==> src/rtl/counter_mod_n.sv <==
// counter_mod_n: modulo-MOD up/down counter driven by raw active-low push-buttons.
// Per button: 2-flop synchroniser, debouncer and (up/down only) hold-to-repeat.
// The count wraps in both directions with one-cycle wrap pulses, and the value
// is shown on DIGITS seven-segment digits with leading zeros.
module counter_mod_n #(
  parameter int unsigned MOD        = 10,
  parameter int unsigned WIDTH      = 4,
  parameter int unsigned DIGITS     = 1,
  parameter int unsigned PRESET     = 5,
  parameter int unsigned DEB_CYCLES = 500000,
  parameter int unsigned REP_DELAY  = 25000000,
  parameter int unsigned REP_PERIOD = 5000000
) (
  input  logic                  i_Clk,
  input  logic                  i_Rst,
  input  logic [2:0]            i_Push,
  output logic [WIDTH-1:0]      o_Cnt,
  output logic [1:0]            o_Wrap,
  output logic [7*DIGITS-1:0]   o_FND
);

  localparam int unsigned DW      = $clog2(DEB_CYCLES + 1);
  localparam int unsigned REP_MAX = (REP_DELAY > REP_PERIOD) ? REP_DELAY : REP_PERIOD;
  localparam int unsigned RW      = $clog2(REP_MAX + 1);
  localparam int unsigned CW      = WIDTH + 1;
  localparam int unsigned VW      = WIDTH + 4;
  localparam bit          REP_EN  = (REP_DELAY != 0);

  localparam logic [DW-1:0] DEB_LAST    = DW'(DEB_CYCLES - 1);
  localparam logic [RW-1:0] DELAY_LAST  = RW'((REP_DELAY == 0) ? 0 : REP_DELAY - 1);
  localparam logic [RW-1:0] PERIOD_LAST = RW'(REP_PERIOD - 1);
  localparam logic [CW-1:0] TOP         = CW'(MOD - 1);

  logic [2:0]    sync1;
  logic [2:0]    sync2;
  logic [2:0]    deb;
  logic [2:0]    press;
  logic [DW-1:0] deb_cnt [3];

  logic [RW-1:0] hold [2];
  logic [1:0]    first;
  logic [1:0]    rep;

  logic          ev_up;
  logic          ev_dn;
  logic          ev_pr;
  logic [CW-1:0] cnt_ext;
  logic [CW-1:0] cnt_inc;
  logic [CW-1:0] cnt_dec;

  logic [VW-1:0] rem;
  logic [3:0]    digit;

  function automatic logic [6:0] seg(input logic [3:0] d);
    case (d)
      4'd0:    seg = 7'b0111111;
      4'd1:    seg = 7'b0000110;
      4'd2:    seg = 7'b1011011;
      4'd3:    seg = 7'b1001111;
      4'd4:    seg = 7'b1100110;
      4'd5:    seg = 7'b1101101;
      4'd6:    seg = 7'b1111101;
      4'd7:    seg = 7'b0000111;
      4'd8:    seg = 7'b1111111;
      4'd9:    seg = 7'b1101111;
      default: seg = 7'b0000000;
    endcase
  endfunction

  // Synchronise buttons and debounce; press is a registered 1-cycle pulse on debounced 1->0
  always_ff @(posedge i_Clk) begin
    if (!i_Rst) begin
      sync1 <= '1;
      sync2 <= '1;
      deb   <= '1;
      press <= '0;
      for (int unsigned j = 0; j < 3; j++) deb_cnt[j] <= '0;
    end else begin
      sync1 <= i_Push;
      sync2 <= sync1;
      press <= '0;
      for (int unsigned j = 0; j < 3; j++) begin
        if (sync2[j] == deb[j]) begin
          deb_cnt[j] <= '0;
        end else if (deb_cnt[j] == DEB_LAST) begin
          deb[j]     <= sync2[j];
          deb_cnt[j] <= '0;
          press[j]   <= ~sync2[j];
        end else begin
          deb_cnt[j] <= deb_cnt[j] + 1'b1;
        end
      end
    end
  end

  // Hold-to-repeat for up/down: counter restarts on the edge the debounced level falls,
  // so the first repeat lands REP_DELAY cycles after the press event, later ones every REP_PERIOD
  always_ff @(posedge i_Clk) begin
    if (!i_Rst) begin
      first <= '1;
      rep   <= '0;
      for (int unsigned j = 0; j < 2; j++) hold[j] <= '0;
    end else begin
      for (int unsigned j = 0; j < 2; j++) begin
        rep[j] <= 1'b0;
        if (!REP_EN || deb[j]) begin
          hold[j]  <= '0;
          first[j] <= 1'b1;
        end else if (hold[j] == (first[j] ? DELAY_LAST : PERIOD_LAST)) begin
          rep[j]   <= 1'b1;
          hold[j]  <= '0;
          first[j] <= 1'b0;
        end else begin
          hold[j] <= hold[j] + 1'b1;
        end
      end
    end
  end

  always_comb begin
    ev_up   = press[0] | rep[0];
    ev_dn   = press[1] | rep[1];
    ev_pr   = press[2];
    cnt_ext = {1'b0, o_Cnt};
    cnt_inc = cnt_ext + 1'b1;
    cnt_dec = cnt_ext - 1'b1;
  end

  // Count register with priority up > down > preset and registered wrap pulses
  always_ff @(posedge i_Clk) begin
    if (!i_Rst) begin
      o_Cnt  <= '0;
      o_Wrap <= '0;
    end else begin
      o_Wrap <= '0;
      if (ev_up) begin
        if (cnt_ext == TOP) begin
          o_Cnt  <= '0;
          o_Wrap <= 2'b01;
        end else begin
          o_Cnt <= cnt_inc[WIDTH-1:0];
        end
      end else if (ev_dn) begin
        if (cnt_ext == '0) begin
          o_Cnt  <= TOP[WIDTH-1:0];
          o_Wrap <= 2'b10;
        end else begin
          o_Cnt <= cnt_dec[WIDTH-1:0];
        end
      end else if (ev_pr) begin
        o_Cnt <= WIDTH'(PRESET);
      end
    end
  end

  // Binary to decimal digits by repeated divide-by-ten, then segment decode
  always_comb begin
    rem   = VW'(o_Cnt);
    digit = '0;
    o_FND = '0;
    for (int unsigned k = 0; k < DIGITS; k++) begin
      digit            = 4'(rem % VW'(10));
      o_FND[7*k +: 7]  = seg(digit);
      rem              = rem / VW'(10);
    end
  end

endmodule

==> config.mk <==
export PLATFORM = sky130hd
export DESIGN_NAME = counter_mod_n
export DESIGN_NICKNAME = d
export VERILOG_FILES = /design/src/rtl/counter_mod_n.sv
export SDC_FILE = /design/constraint.sdc
export NUM_CORES = 1
export LEC_CHECK = 0
export ABC_AREA = 1
export CELL_PAD_IN_SITES_DETAIL_PLACEMENT = 2
export CELL_PAD_IN_SITES_GLOBAL_PLACEMENT = 2
export CORE_MARGIN = 5
export CORE_UTILIZATION = 38
export DETAILED_ROUTE_END_ITERATION = 7
export GPL_TIMING_DRIVEN = 0
export PLACE_DENSITY_LB_ADDON = 0.08
export SLEW_MARGIN = 20
export SYNTH_ARGS = -nofsm -noshare
export SYNTH_HDL_FRONTEND = slang
export SYNTH_SLANG_ARGS = --single-unit
==> constraint.sdc <==
create_clock -name i_Clk -period 3.2 [get_ports i_Clk]
set_input_delay 0.96 -clock i_Clk [delete_from_list [all_inputs] [get_ports i_Clk]]
set_output_delay 0.96 -clock i_Clk [all_outputs]
set_load 0.05 [all_outputs]
# --- After elaboration in Yosys (flattened, before gate mapping) ---
# Memory sizes are Yosys's and may differ from the RTL's.
# Index checks and enable logic that the tools add are counted.
word_totals:
  out_inout_bits: 13
  n_memories: 3
  ram_bits: 107
  register_bits: 22
  mem_bits_ro: 112
  inputBits: 5
mem_list:
  columns: ["name", "depth", "width", "read_ports", "rd_clocked_by_memory_dff", "wr", "line", "source"]
  rows:
  - ["(no name shown)", 16, 7, 1, 0, 0, "55", "case (d)"]
  - ["deb_cnt", 3, 19, 3, 0, 3, "38", "logic [DW-1:0] deb_cnt [3];"]
  - ["hold", 2, 25, 2, 0, 2, "40", "logic [RW-1:0] hold [2];"]
op_classes:
  div: 1
  mux: 82
  bitwise: 27
  n_addsub: 7
  reduce_logical: 10
  n_eq_ne: 9
op_table:
  columns: ["cell", "n"]
  rows:
  - ["25-bit two-way mux", 8]
  - ["19-bit two-way mux", 9]
  - ["19-bit by 1-bit adder with 19-bit output (second input constant)", 3]
  - ["19-bit equality test (second input constant)", 3]
  - ["1-bit two-way mux", 57]
  - ["25-bit by 1-bit adder with 25-bit output (second input constant)", 2]
  - ["25-bit equality test", 2]
  - ["4-bit two-way mux", 5]
  - ["1-bit OR", 17]
  - ["1-bit inverter", 10]
  - ["3-bit OR reduction", 3]
  - ["4-bit by 4-bit remainder unit with 8-bit output (second input constant)", 1]
  - ["2-bit two-way mux", 3]
  - ["2-bit AND reduction", 3]
  - ["5-bit logical NOT", 1]
  - ["4-bit by 1-bit adder with 4-bit output (second input constant)", 1]
  - ["4-bit equality test (second input constant)", 1]
  - ["2-bit OR reduction", 2]
  - ["4-bit by 1-bit subtractor with 4-bit output (second input constant)", 1]
  - ["1-bit equality test", 3]
  - ["3-bit nonzero test", 1]

# --- Logic depth before layout (Yosys ltp) ---
logic_depth:
  ltp_word: 8
  ltp_mapped: 10

# --- Least setup slack after synthesis ---
# OpenSTA, ideal clock, no wires.
synth_timing:
  kind: "register -> output"
  start: "register o_Cnt[2]"
  end: "output port o_FND[5]"
  n_path_buf: 0
  path_stages_with_launch: 8
  arrival_ns: 2.624
  required_ns: 2.240
  path_slack_ns: -0.384
  path_cell_list: "dfxtp_1 nand2_1 inv_1 o21ai_0 inv_1 ha_1 or2_2 a31oi_1"
synth_between:
  elab_chain_len: 2
synth_rtl:
  columns: ["item", "line", "source"]
  rows:
  - ["from (decl)", "17", "output logic [WIDTH-1:0] o_Cnt,"]
  - ["from (signal assigned)", "141", "o_Cnt <= cnt_inc[WIDTH-1:0];"]
  - ["from (signal assigned)", "145", "o_Cnt <= TOP[WIDTH-1:0];"]
  - ["from (signal assigned)", "148", "o_Cnt <= cnt_dec[WIDTH-1:0];"]
  - ["4-bit by 4-bit remainder unit with 8-bit output", "162", "digit = 4'(rem % VW'(10));"]
  - ["memory 16 x 7 bit", null, null]
  - ["to (decl)", "19", "output logic [7*DIGITS-1:0] o_FND"]
# No other way between the ends.

# --- Worst setup path in the final report ---
layout_timing:
  start: "register o_Cnt[1]"
  end: "output port o_FND[5]"
# The elaborated chain is that of the path after synthesis.

==> out/qor.csv <==
stage,metric,value,unit
floorplan,dieHeight,153,um
layout,final_common_cell,nand2_1,
timing,fmax,0.324,GHz
setup_path,cp-startpoint,o_Cnt[1],
floorplan,initial_utilization,38.6,%
placed_design,port_buffers,16,
floorplan,num_io_pins,18,
clocking,root_buffer,clkbuf_16,
global_routing,grt_use_total,20.9,%
power_and_ir_drop,p_sw_share,24.8,%
power_and_ir_drop,p_leak,0.00386,uW
clocking,insertion_delay,440,ps
power_and_ir_drop,power_frac_seq,48.9,%
power_and_ir_drop,p_clk_share,47.0,%
global_routing,grt_max_degree,17,
layout,multiInputGateArea,0.00409,mm2
global_routing,grt_pass1_wl,40000,um
layout,diodes,0,
logic_synthesis,yosys_warnings,0,
timing,tns,0,ps
placed_design,gp_congestion,0.793,
power_and_ir_drop,p_int,2990,uW
global_routing,grt_use_met3,3.39,%
power_and_ir_drop,power_frac_comb,4.2,%
global_routing,antenna_found_initial,0,
logic_synthesis,postSynthAreaPerCell,7.64,um2
layout,syn_to_final_growth,19.6,%
logic_synthesis,synth_edf_count,107,
clocking,cts_buffers,17,
layout,final_layout_size_suffix_gt1_share,7.97,%
logic_synthesis,synthArstFlopShare,0,%
floorplan,die_w,153,um
logic_synthesis,yosysUniqueCellTypes,34,
logic_synthesis,synth_area_leader_cell,edfxtp_1,
timing,fin_crit,3090,ps
global_routing,grt_util_met1,25.3,%
timing,tightest_slew,585,ps
power_and_ir_drop,power.density,425,mW/mm2
min_path,hold_path.startpoint,sync1[2],
logic_synthesis,synth_ff_type,edfxtp_1,
route,drtIter0Drc,243,
layout,fin_util,46.2,%
setup_path,worstPathArrival,2130,ps
route,drt_wl_total,23500,um
setup_path,critPathKind,reg2out,
route,ant_nets,0,
timing,max-slew-margin-rel,60.9,%
layout,fin_nets,1185,
layout,fillers,2374,
clocking,hold_buffers,0,
timing,period_share,96.4,%
setup_path,end_kind,primary output,
global_routing,grt_most_used_layer,met2,
logic_synthesis,syn_area,0.00782,mm2
floorplan,core_area,0.0202,mm2
clocking,clockBufferDepth,2,
setup_path,worst_setup_path_start_kind,flop,
clocking,clkTransAtPathRegs,60,ps
placed_design,dp_hpwl,16900,um
timing,clock_skew,12.3,ps
timing,timing.final.max_slew_violations,0,
logic_synthesis,synth_area_leaders,"edfxtp_1 (41%), nand2_1 (12%), nor2_1 (12%)",
logic_synthesis,synth_top_area_share,41.1,%
clocking,htreeDepth,4,
clocking,cts_tree,built,
layout,regArea,0.00366,mm2
global_routing,overflow,0,
timing,setup_ws,114,ps
floorplan,row_count,52,
route,drc_errors,0,
route,post_drt_wl_per_cell,16.2,um
timing,hold_viol,0,
timing,finalSetupViolCount,0,
route,route.detailed.vias_per_inst,4.79,
outcome,status,finished clean,
logic_synthesis,ys_ff_latch,129,
setup_path,critPathMaxFanout,8,
min_path,hold_class,reg2reg,
logic_synthesis,synthCells,1023,
global_routing,use_met2,37.9,%
setup_path,required,2240,ps
route,vias,6947,
floorplan,dieArea,0.0235,mm2
layout,mostFrequentLayoutCells,"nand2_1 (258), nor2_1 (242), inv_1 (125)",
logic_synthesis,seq_area_frac_synth,46.7,%
global_routing,grt_pass1_vias,7991,
placed_design,post-place-ws,-577,ps
clocking,cts.sinks,129,
setup_path,r2r_start,deb_cnt[2][0],
power_and_ir_drop,p_switching,983,uW
power_and_ir_drop,irDropWorstVdd,0.382,mV
route,drt_pass1_iterations,4,
run,maxCapViolCount,0,
-- per-layer routing --
metal	up-vias	wire length [um]
met5	-	0
met4	0	498
met3	35	491
met2	62	12000
met1	3413	10600
li1	3437	-
-- power by group through the flow --
stage          logic, uW  clock network, uW  registers, uW
6_report             165               1860           1940
5_1_grt              192               1980           1950
4_1_cts              161               1900           1940
3_5_place_dp         154                  0           1970
3_3_place_gp         146                  0           1970
2_1_floorplan        119                  0           1950
-- registers in the layout, indices dropped and copies added, names as in the netlist --
name	flops
deb_cnt	57
hold	50
o_Cnt	4
deb	3
press	3
sync1	3
sync2	3
first	2
o_Wrap	2
rep	2
-- cell families (layout without fill, tap and decap cells) --
family	count (synthesis)	count (layout)	share of synthesized area (%)
xor gates and xnor gates	62	62	6.95
adders and majority gates	14	14	2.24
buffers and inverters	136	186	6.91
and+or+nand+nor	637	637	33.9
other	1	107	0.0480
DFF	129	129	46.7
AOI/OAI and AO/OA	44	44	3.19
-- critical path, cell delays in order, from the launching register on --
cell and delay (ps):
dfxtp_4 400, inv_2 80, ha_1 290, inv_1 90
o21ai_4 120, or2_2 340, a31oi_2 190, buf_6 180
-- path summary, 6_finish.rpt --
path	endpoint	slack (ps)	cells after the start
min reg2reg	sync2[2]	420	1
max	o_FND[5]	110	7
min	sync2[2]	420	1
max reg2reg	deb_cnt[2][10]	1110	7
-- per-stage QoR --
| step | cell area [um2] | total power (uW) | std cells | hold WS [ps] |
|---|---|---|---|---|
| 2_1_floorplan | 8240 | 2070 | 1129 | 393 |
| 3_3_place_gp | 8740 | 2120 | 1415 | 394 |
| 3_5_place_dp | 8740 | 2130 | 1415 | 418 |
| 4_1_cts | 9310 | 4000 | 1448 | 425 |
| 5_1_grt | 9350 | 4120 | 1449 | 437 |
| 6_report | 9350 | 3970 | 1449 | 420 |
-- what timing repair did --
item                                    4_1_cts  5_1_grt
gates resized for setup                      51       11
endpoints found under the setup margin        7        7
buffers inserted                              1        1
pin swaps                                     1        2
-- Yosys cell counts (4+ instances only) --
cell and number:
nand2_1 260, nor2_1 243, inv_1 127, edfxtp_1 107
nand3_1 61, xor2_1 45, a21oi_1 23, dfxtp_1 22
nand4_1 20, xnor2_1 17, nor3_1 15, ha_1 14
or2_2 14, o21ai_0 12, nor2_2 8, nand2_2 4
-- final cells by class --
type,instances,share of cell area [%]
Tap cell,270,3.61
Sequential cell,129,39.2
Inverter,127,5.10
Clock inverter,14,1.26
Clock buffer,18,4.59
Multi-Input combinational cell,864,43.8
Timing Repair Buffer,18,1.83
Buffer,9,0.683
Power figures use the tool's default switching activity.
